File: src/rtl/rssb_core_if.sv
// Bus between rssb_core and its surroundings: start request, the ROM port,
// the output result port and the debug view of pc/acc/status.
interface rssb_core_if #(
    parameter int WIDTH = 8
);
    logic             start;
    logic [WIDTH-1:0] address;
    logic [WIDTH-1:0] out_rom;
    logic [WIDTH-1:0] out_data;
    logic             out_valid;
    logic             busy;
    logic             halted;
    logic [WIDTH-1:0] pc;
    logic [WIDTH-1:0] acc;

    modport master (
        output start, out_rom,
        input  address, out_data, out_valid, busy, halted, pc, acc
    );

    modport slave (
        input  start, out_rom,
        output address, out_data, out_valid, busy, halted, pc, acc
    );
endinterface

File: src/rtl/rssb_core.sv
// RSSB one-instruction processor: copies the ROM image into a private RAM on
// start, then runs reverse-subtract-and-skip-if-borrow until a halt word.
module rssb_core #(
    parameter int WIDTH     = 8,
    parameter int IMAGE_LEN = 16,
    parameter int OUT_ADDR  = 15
) (
    input  logic       clk,
    input  logic       rst_n,
    rssb_core_if.slave bus
);
    localparam int DEPTH = 2 ** WIDTH;

    localparam logic [2:0] S_IDLE  = 3'd0;
    localparam logic [2:0] S_LOAD  = 3'd1;
    localparam logic [2:0] S_FETCH = 3'd2;
    localparam logic [2:0] S_EXEC  = 3'd3;
    localparam logic [2:0] S_HALT  = 3'd4;

    localparam logic [WIDTH-1:0] LAST_ADDR = WIDTH'(IMAGE_LEN - 1);
    localparam logic [WIDTH-1:0] OUT_A     = WIDTH'(OUT_ADDR);
    localparam logic [WIDTH-1:0] HALT_WORD = '1;
    localparam logic [WIDTH-1:0] ONE       = WIDTH'(1);
    localparam logic [WIDTH-1:0] TWO       = WIDTH'(2);

    logic [2:0]       r_state;
    logic [WIDTH-1:0] r_address;
    logic [WIDTH-1:0] r_pc;
    logic [WIDTH-1:0] r_acc;
    logic [WIDTH-1:0] r_ir;
    logic [WIDTH-1:0] r_out_data;
    logic             r_out_valid;
    logic             r_busy;
    logic             r_halted;
    logic [WIDTH-1:0] r_ram [DEPTH];

    logic [WIDTH-1:0] w_word;
    logic [WIDTH-1:0] w_m;
    logic [WIDTH-1:0] w_diff;
    logic             w_borrow;
    logic [WIDTH-1:0] w_pc_step;

    // Reads are asynchronous, so EXEC sees the pre-write value even when the
    // operand points at the instruction itself.
    assign w_word    = r_ram[r_pc];
    assign w_m       = r_ram[r_ir];
    assign w_diff    = w_m - r_acc;
    assign w_borrow  = (w_m < r_acc);
    assign w_pc_step = w_borrow ? TWO : ONE;

    always_ff @(posedge clk) begin
        if (r_state == S_LOAD) begin
            r_ram[r_address] <= bus.out_rom;
        end else if (r_state == S_EXEC) begin
            r_ram[r_ir] <= w_diff;
        end
    end

    always_ff @(posedge clk or negedge rst_n) begin
        if (!rst_n) begin
            r_state     <= S_IDLE;
            r_address   <= '0;
            r_pc        <= '0;
            r_acc       <= '0;
            r_ir        <= '0;
            r_out_data  <= '0;
            r_out_valid <= 1'b0;
            r_busy      <= 1'b0;
            r_halted    <= 1'b0;
        end else begin
            r_out_valid <= 1'b0;
            case (r_state)
                S_IDLE, S_HALT: begin
                    if (bus.start) begin
                        r_state   <= S_LOAD;
                        r_address <= '0;
                        r_pc      <= '0;
                        r_acc     <= '0;
                        r_busy    <= 1'b1;
                        r_halted  <= 1'b0;
                    end
                end
                S_LOAD: begin
                    if (r_address == LAST_ADDR) begin
                        r_state   <= S_FETCH;
                        r_address <= '0;
                    end else begin
                        r_address <= r_address + ONE;
                    end
                end
                S_FETCH: begin
                    r_ir <= w_word;
                    if (w_word == HALT_WORD) begin
                        r_state  <= S_HALT;
                        r_busy   <= 1'b0;
                        r_halted <= 1'b1;
                    end else begin
                        r_state <= S_EXEC;
                    end
                end
                S_EXEC: begin
                    r_acc   <= w_diff;
                    r_pc    <= r_pc + w_pc_step;
                    r_state <= S_FETCH;
                    if (r_ir == OUT_A) begin
                        r_out_data  <= w_diff;
                        r_out_valid <= 1'b1;
                    end
                end
                default: begin
                    r_state <= S_IDLE;
                end
            endcase
        end
    end

    assign bus.address   = r_address;
    assign bus.out_data  = r_out_data;
    assign bus.out_valid = r_out_valid;
    assign bus.busy      = r_busy;
    assign bus.halted    = r_halted;
    assign bus.pc        = r_pc;
    assign bus.acc       = r_acc;
endmodule

File: src/flat_wrapper.sv
// flat-port wrapper written by rule: the top's interface ports become plain ports
module rssb_core_flat 
#(
    parameter int WIDTH     = 8,
    parameter int IMAGE_LEN = 16,
    parameter int OUT_ADDR  = 15
)
  (clk, rst_n, bus_start, bus_out_rom, bus_address, bus_out_data, bus_out_valid, bus_busy, bus_halted, bus_pc, bus_acc);
  rssb_core_if #(.WIDTH(WIDTH)) bus_i ();
  input  logic clk;
  input  logic rst_n;
  input wire logic [$bits(bus_i.start)-1:0] bus_start;
  input wire logic [$bits(bus_i.out_rom)-1:0] bus_out_rom;
  output wire logic [$bits(bus_i.address)-1:0] bus_address;
  output wire logic [$bits(bus_i.out_data)-1:0] bus_out_data;
  output wire logic [$bits(bus_i.out_valid)-1:0] bus_out_valid;
  output wire logic [$bits(bus_i.busy)-1:0] bus_busy;
  output wire logic [$bits(bus_i.halted)-1:0] bus_halted;
  output wire logic [$bits(bus_i.pc)-1:0] bus_pc;
  output wire logic [$bits(bus_i.acc)-1:0] bus_acc;
  assign bus_i.start = bus_start;
  assign bus_i.out_rom = bus_out_rom;
  assign bus_address = bus_i.address;
  assign bus_out_data = bus_i.out_data;
  assign bus_out_valid = bus_i.out_valid;
  assign bus_busy = bus_i.busy;
  assign bus_halted = bus_i.halted;
  assign bus_pc = bus_i.pc;
  assign bus_acc = bus_i.acc;
  rssb_core #(.WIDTH(WIDTH), .IMAGE_LEN(IMAGE_LEN), .OUT_ADDR(OUT_ADDR)) u_core (.clk(clk), .rst_n(rst_n), .bus(bus_i));
endmodule
File: config.mk
export PLATFORM = sky130hd
export DESIGN_NAME = rssb_core_flat
export DESIGN_NICKNAME = d
export VERILOG_FILES = /design/src/rtl/rssb_core_if.sv /design/src/rtl/rssb_core.sv /design/src/flat_wrapper.sv
export SDC_FILE = /design/constraint.sdc
export NUM_CORES = 2
export LEC_CHECK = 0
export CAP_MARGIN = 10
export CORE_MARGIN = 2
export CORE_UTILIZATION = 50
export DETAILED_ROUTE_END_ITERATION = 16
export GPL_ROUTABILITY_DRIVEN = 0
export PLACE_DENSITY = 0.65
export SETUP_SLACK_MARGIN = 0.15
export SKIP_CTS_REPAIR_TIMING = 1
export SLEW_MARGIN = 40
export SYNTH_ARGS = -nofsm -noshare
export SYNTH_HDL_FRONTEND = slang
export SYNTH_SLANG_ARGS = --single-unit
File: constraint.sdc
create_clock -name clk -period 27 [get_ports clk]
set_input_delay 2.7 -clock clk [delete_from_list [all_inputs] [get_ports clk]]
set_output_delay 2.7 -clock clk [all_outputs]
set_load 0.05 [all_outputs]
==> impl_metrics.py <==
metrics = {
    "status": {
        "run_status": "completed",
    },
    "routing": {
        "avgViaCountPerCell": 7.26,
        "vias": 57355,
        "route.detailed.drc": 0,
        "final_antenna_net_count": 0,
        "wire_per_inst_um": 41.1,
        "first_iter_violations": 8315,
        "firstDrtPassIters": 5,
        "totalWireLength_um": 325000,
    },
    "global_routing": {
        "busiest_layer": "met2",
        "grt_start_max_net_pins": 121,
        "grtUsageMet3_pct": 9.96,
        "use_met1_pct": 42.8,
        "track_usage_pct": 32.1,
        "grt_pass1_vias": 55792,
        "grt_pass1_wl_um": 449000,
        "use_met2_pct": 48.6,
        "gr-total-overflow": 0,
        "antenna_found_initial": 16,
    },
    "die": {
        "die_h_um": 449,
        "num_rows": 163,
        "start_util_pct": 50.2,
        "core_um2": 197000,
        "ioPinCount": 46,
        "die-area_um2": 201000,
        "die_w_um": 449,
    },
    "timing": {
        "worst_slew_pin_slew_ns": 0.970,
        "drv_slew": 0,
        "rsz0062_at_grt": "no",
        "skew_ns": 0.0523,
        "setup_violations": 0,
        "tns_ns": 0,
        "slew_headroom_pct": 35.3,
        "fin_crit_sh_pct": 33.3,
        "hold_viol_final": 0,
        "fin_crit_ns": 8.98,
        "fmax_mhz": 111,
    },
    "finish": {
        "nets": 5092,
        "regArea_um2": 62700,
        "syn_to_final_growth_pct": 11.4,
        "finalInstanceArea_um2": 110000,
        "layout-drive-gt1-share_pct": 35.5,
        "multi_input_area_um2": 34500,
        "fillers": 14678,
    },
    "yosys": {
        "yosysTopAreaCell": "edfxtp_1",
        "synth_cell_types": 84,
        "async_reset_ff_share_pct": 2.20,
        "synth_fa_ha_area_share_pct": 0.180,
        "synth_edf_count": 2048,
        "muxShareOfSynthArea_pct": 27.7,
        "synthesis.nets": 4995,
        "synth_xor_area_share_pct": 0.0532,
        "ys_seq_area_share_pct": 63.4,
        "synth_area_um2": 98800,
        "synthTopCellsByCount": "2,048 x edfxtp_1, 1,035 x mux4_2, 317 x nor2_1",
        "synth_simple_gate_area_share_pct": 3.19,
        "synth_compound_area_share_pct": 3.04,
        "ys_ff_latch": 2094,
        "synth_cells": 4971,
        "synth_top_family_by_area": "multiplexers",
        "synth_top_area_share_pct": 62.2,
        "synth.most_common_cell": "edfxtp_1",
        "ys.warnings.count": 0,
        "synth_area_leaders": "edfxtp_1 62%, mux4_2 24%, mux2i_1 1.9%",
        "synth_ff_type": "edfxtp_1",
        "postSynthAreaPerCell_um2": 19.9,
    },
    "flow_run": {
        "drv_cap": 0,
    },
    "clock_network": {
        "cts_tree": "built",
        "cts.clk_slew.worst_paths_ns": 0.07,
        "cts.sinks": 2094,
        "numCtsBuffers": 215,
        "htreeDepth": 4,
        "cts_root_buf": "clkbuf_16",
        "clockBufferDepth": 3,
        "clock_latency_ns": 0.91,
    },
    "power": {
        "power.leakage_uw": 0.0322,
        "cellPowerDensity_nw_per_um2": 59.9,
        "ir_drop_v": 0.0000774,
    },
    "critical_path": {
        "path_max_fanout": 80,
        "crit_chain": "buf_4 -> buf_4 -> buf_4 -> mux4_2 -> mux4_2 -> mux4_2 -> mux4_2 -> inv_1 -> ha_1 -> inv_1 -> fa_1 -> a21o_1 -> a21oi_1 -> o21bai_1 -> a21oi_1 -> xnor2_1 -> nand2_1 -> nand2_4 -> buf_4",
        "worst_setup_path_end_kind": "register",
        "path_class": "register to register",
        "max_stage_delay_ns": 1.00,
        "cpLargestDelayFamily": "buffers and inverters",
        "cp_num_buf_inv": 6,
        "cp.required_ns": 27.55,
        "cp_data_arrival_time_ns": 9.53,
        "cp-start-kind": "register",
        "slowest_stage": "dfrtp_4",
    },
    "worst_hold_path": {
        "hold_class": "register to register",
    },
    "place": {
        "dpl-instance-area_um2": 103000,
        "dp_hpwl_um": 206000,
        "io_buffers": 45,
    },
}
==> registers in the layout (all words and copies together), names as in the netlist <==
name and count:
u_core.r_ram 2048, u_core.bus.acc 8, u_core.bus.address 8, u_core.bus.out_data 8, u_core.bus.pc 8, u_core.r_ir 8
u_core.r_state 3, u_core.bus.busy 1, u_core.bus.halted 1, u_core.bus.out_valid 1
==> cell type report <==
class | instances | area share, %
antenna | 10 | 0.0227
inverter | 19 | 0.0659
sequential | 2094 | 57.0
timing repair buffer | 272 | 2.30
clock buffer | 263 | 5.12
clock inverter | 133 | 1.16
multi-input combinational | 2466 | 31.4
tap | 2640 | 3.00
==> kinds of logic (layout without fill, tap and decap cells) <==
family,after synthesis,after routing
adders and majority gates,13,13
and+or+nand+nor,696,696
buffers and inverters,411,687
other,0,10
muxes,1323,1323
xor gates and xnor gates,6,6
DFF,2094,2094
AOI/OAI and AO/OA,428,428
==> through the flow <==
| stage | worst slack, ns | hold WS (ns) | instances | util, % | power [uW] |
|---|---|---|---|---|---|
| 6_report | 18.02 | 0.535 | 7897 | 55.9 | 6590 |
| 3_5_place_dp | 18.21 | 0.515 | 7488 | 52.3 | 3690 |
| 4_1_cts | 18.19 | 0.537 | 7884 | 55.8 | 6600 |
| 5_1_grt | 17.82 | 0.567 | 7891 | 55.9 | 6730 |
| 3_3_place_gp | 17.90 | 0.529 | 7479 | 51.9 | 3690 |
| 2_1_floorplan | 11.67 | 0.540 | 4971 | - | 3680 |
==> placed cells by master (no fill, tap or decap), types with 67 or more instances in the layout <==
master	count
clkbuf_16	217
buf_4	189
mux4_2	1035
mux2i_1	188
nor2_2	162
mux4_1	67
nor2_1	151
nand2_1	149
a22oi_1	72
edfxtp_1	2048
==> worst register-to-register path: stages (launching register included) <==
cell and delay (ns):
dfrtp_4 1.00, buf_4 0.75, buf_4 0.66, buf_4 0.82
mux4_2 0.51, mux4_2 0.53, mux4_2 0.62, mux4_2 0.52
inv_1 0.09, ha_1 0.15, inv_1 0.07, fa_1 0.44
a21o_1 0.21, a21oi_1 0.21, o21bai_1 0.10, a21oi_1 0.25
xnor2_1 0.18, nand2_1 0.15, nand2_4 0.54, buf_4 0.78
==> report_power, final <==
| part | leakage (uW) | internal [uW] | switching (uW) |
|---|---|---|---|
| clock | 0.00340 | 1670 | 1290 |
| combinational | 0.00986 | 5.72 | 51.3 |
| sequential | 0.0190 | 3570 | 0.278 |
==> metal layers <==
metal / up-vias / wire [um]
met1: 30756 / 116000
li1: 21705 / -
met3: 786 / 41300
met4: 18 / 17900
met2: 4090 / 150000
met5: - / 125
==> worst paths after layout <==
path | slack, ns | depth (start not counted) | startpoint | end
max | 18.02 | 19 | u_core.r_ir[1] | u_core.r_ram[239][6]
min | 0.53 | 1 | u_core.bus.halted | u_core.bus.halted
max reg2reg | 18.02 | 19 | u_core.r_ir[1] | u_core.r_ram[239][6]
min reg2reg | 0.53 | 1 | u_core.bus.halted | u_core.bus.halted
max in group asynchronous | 24.42 | 2 | rst_n | u_core.r_ir[1]
min in group asynchronous | 1.95 | 2 | rst_n | u_core.bus.out_valid
(Power assumes the default switching activity.)
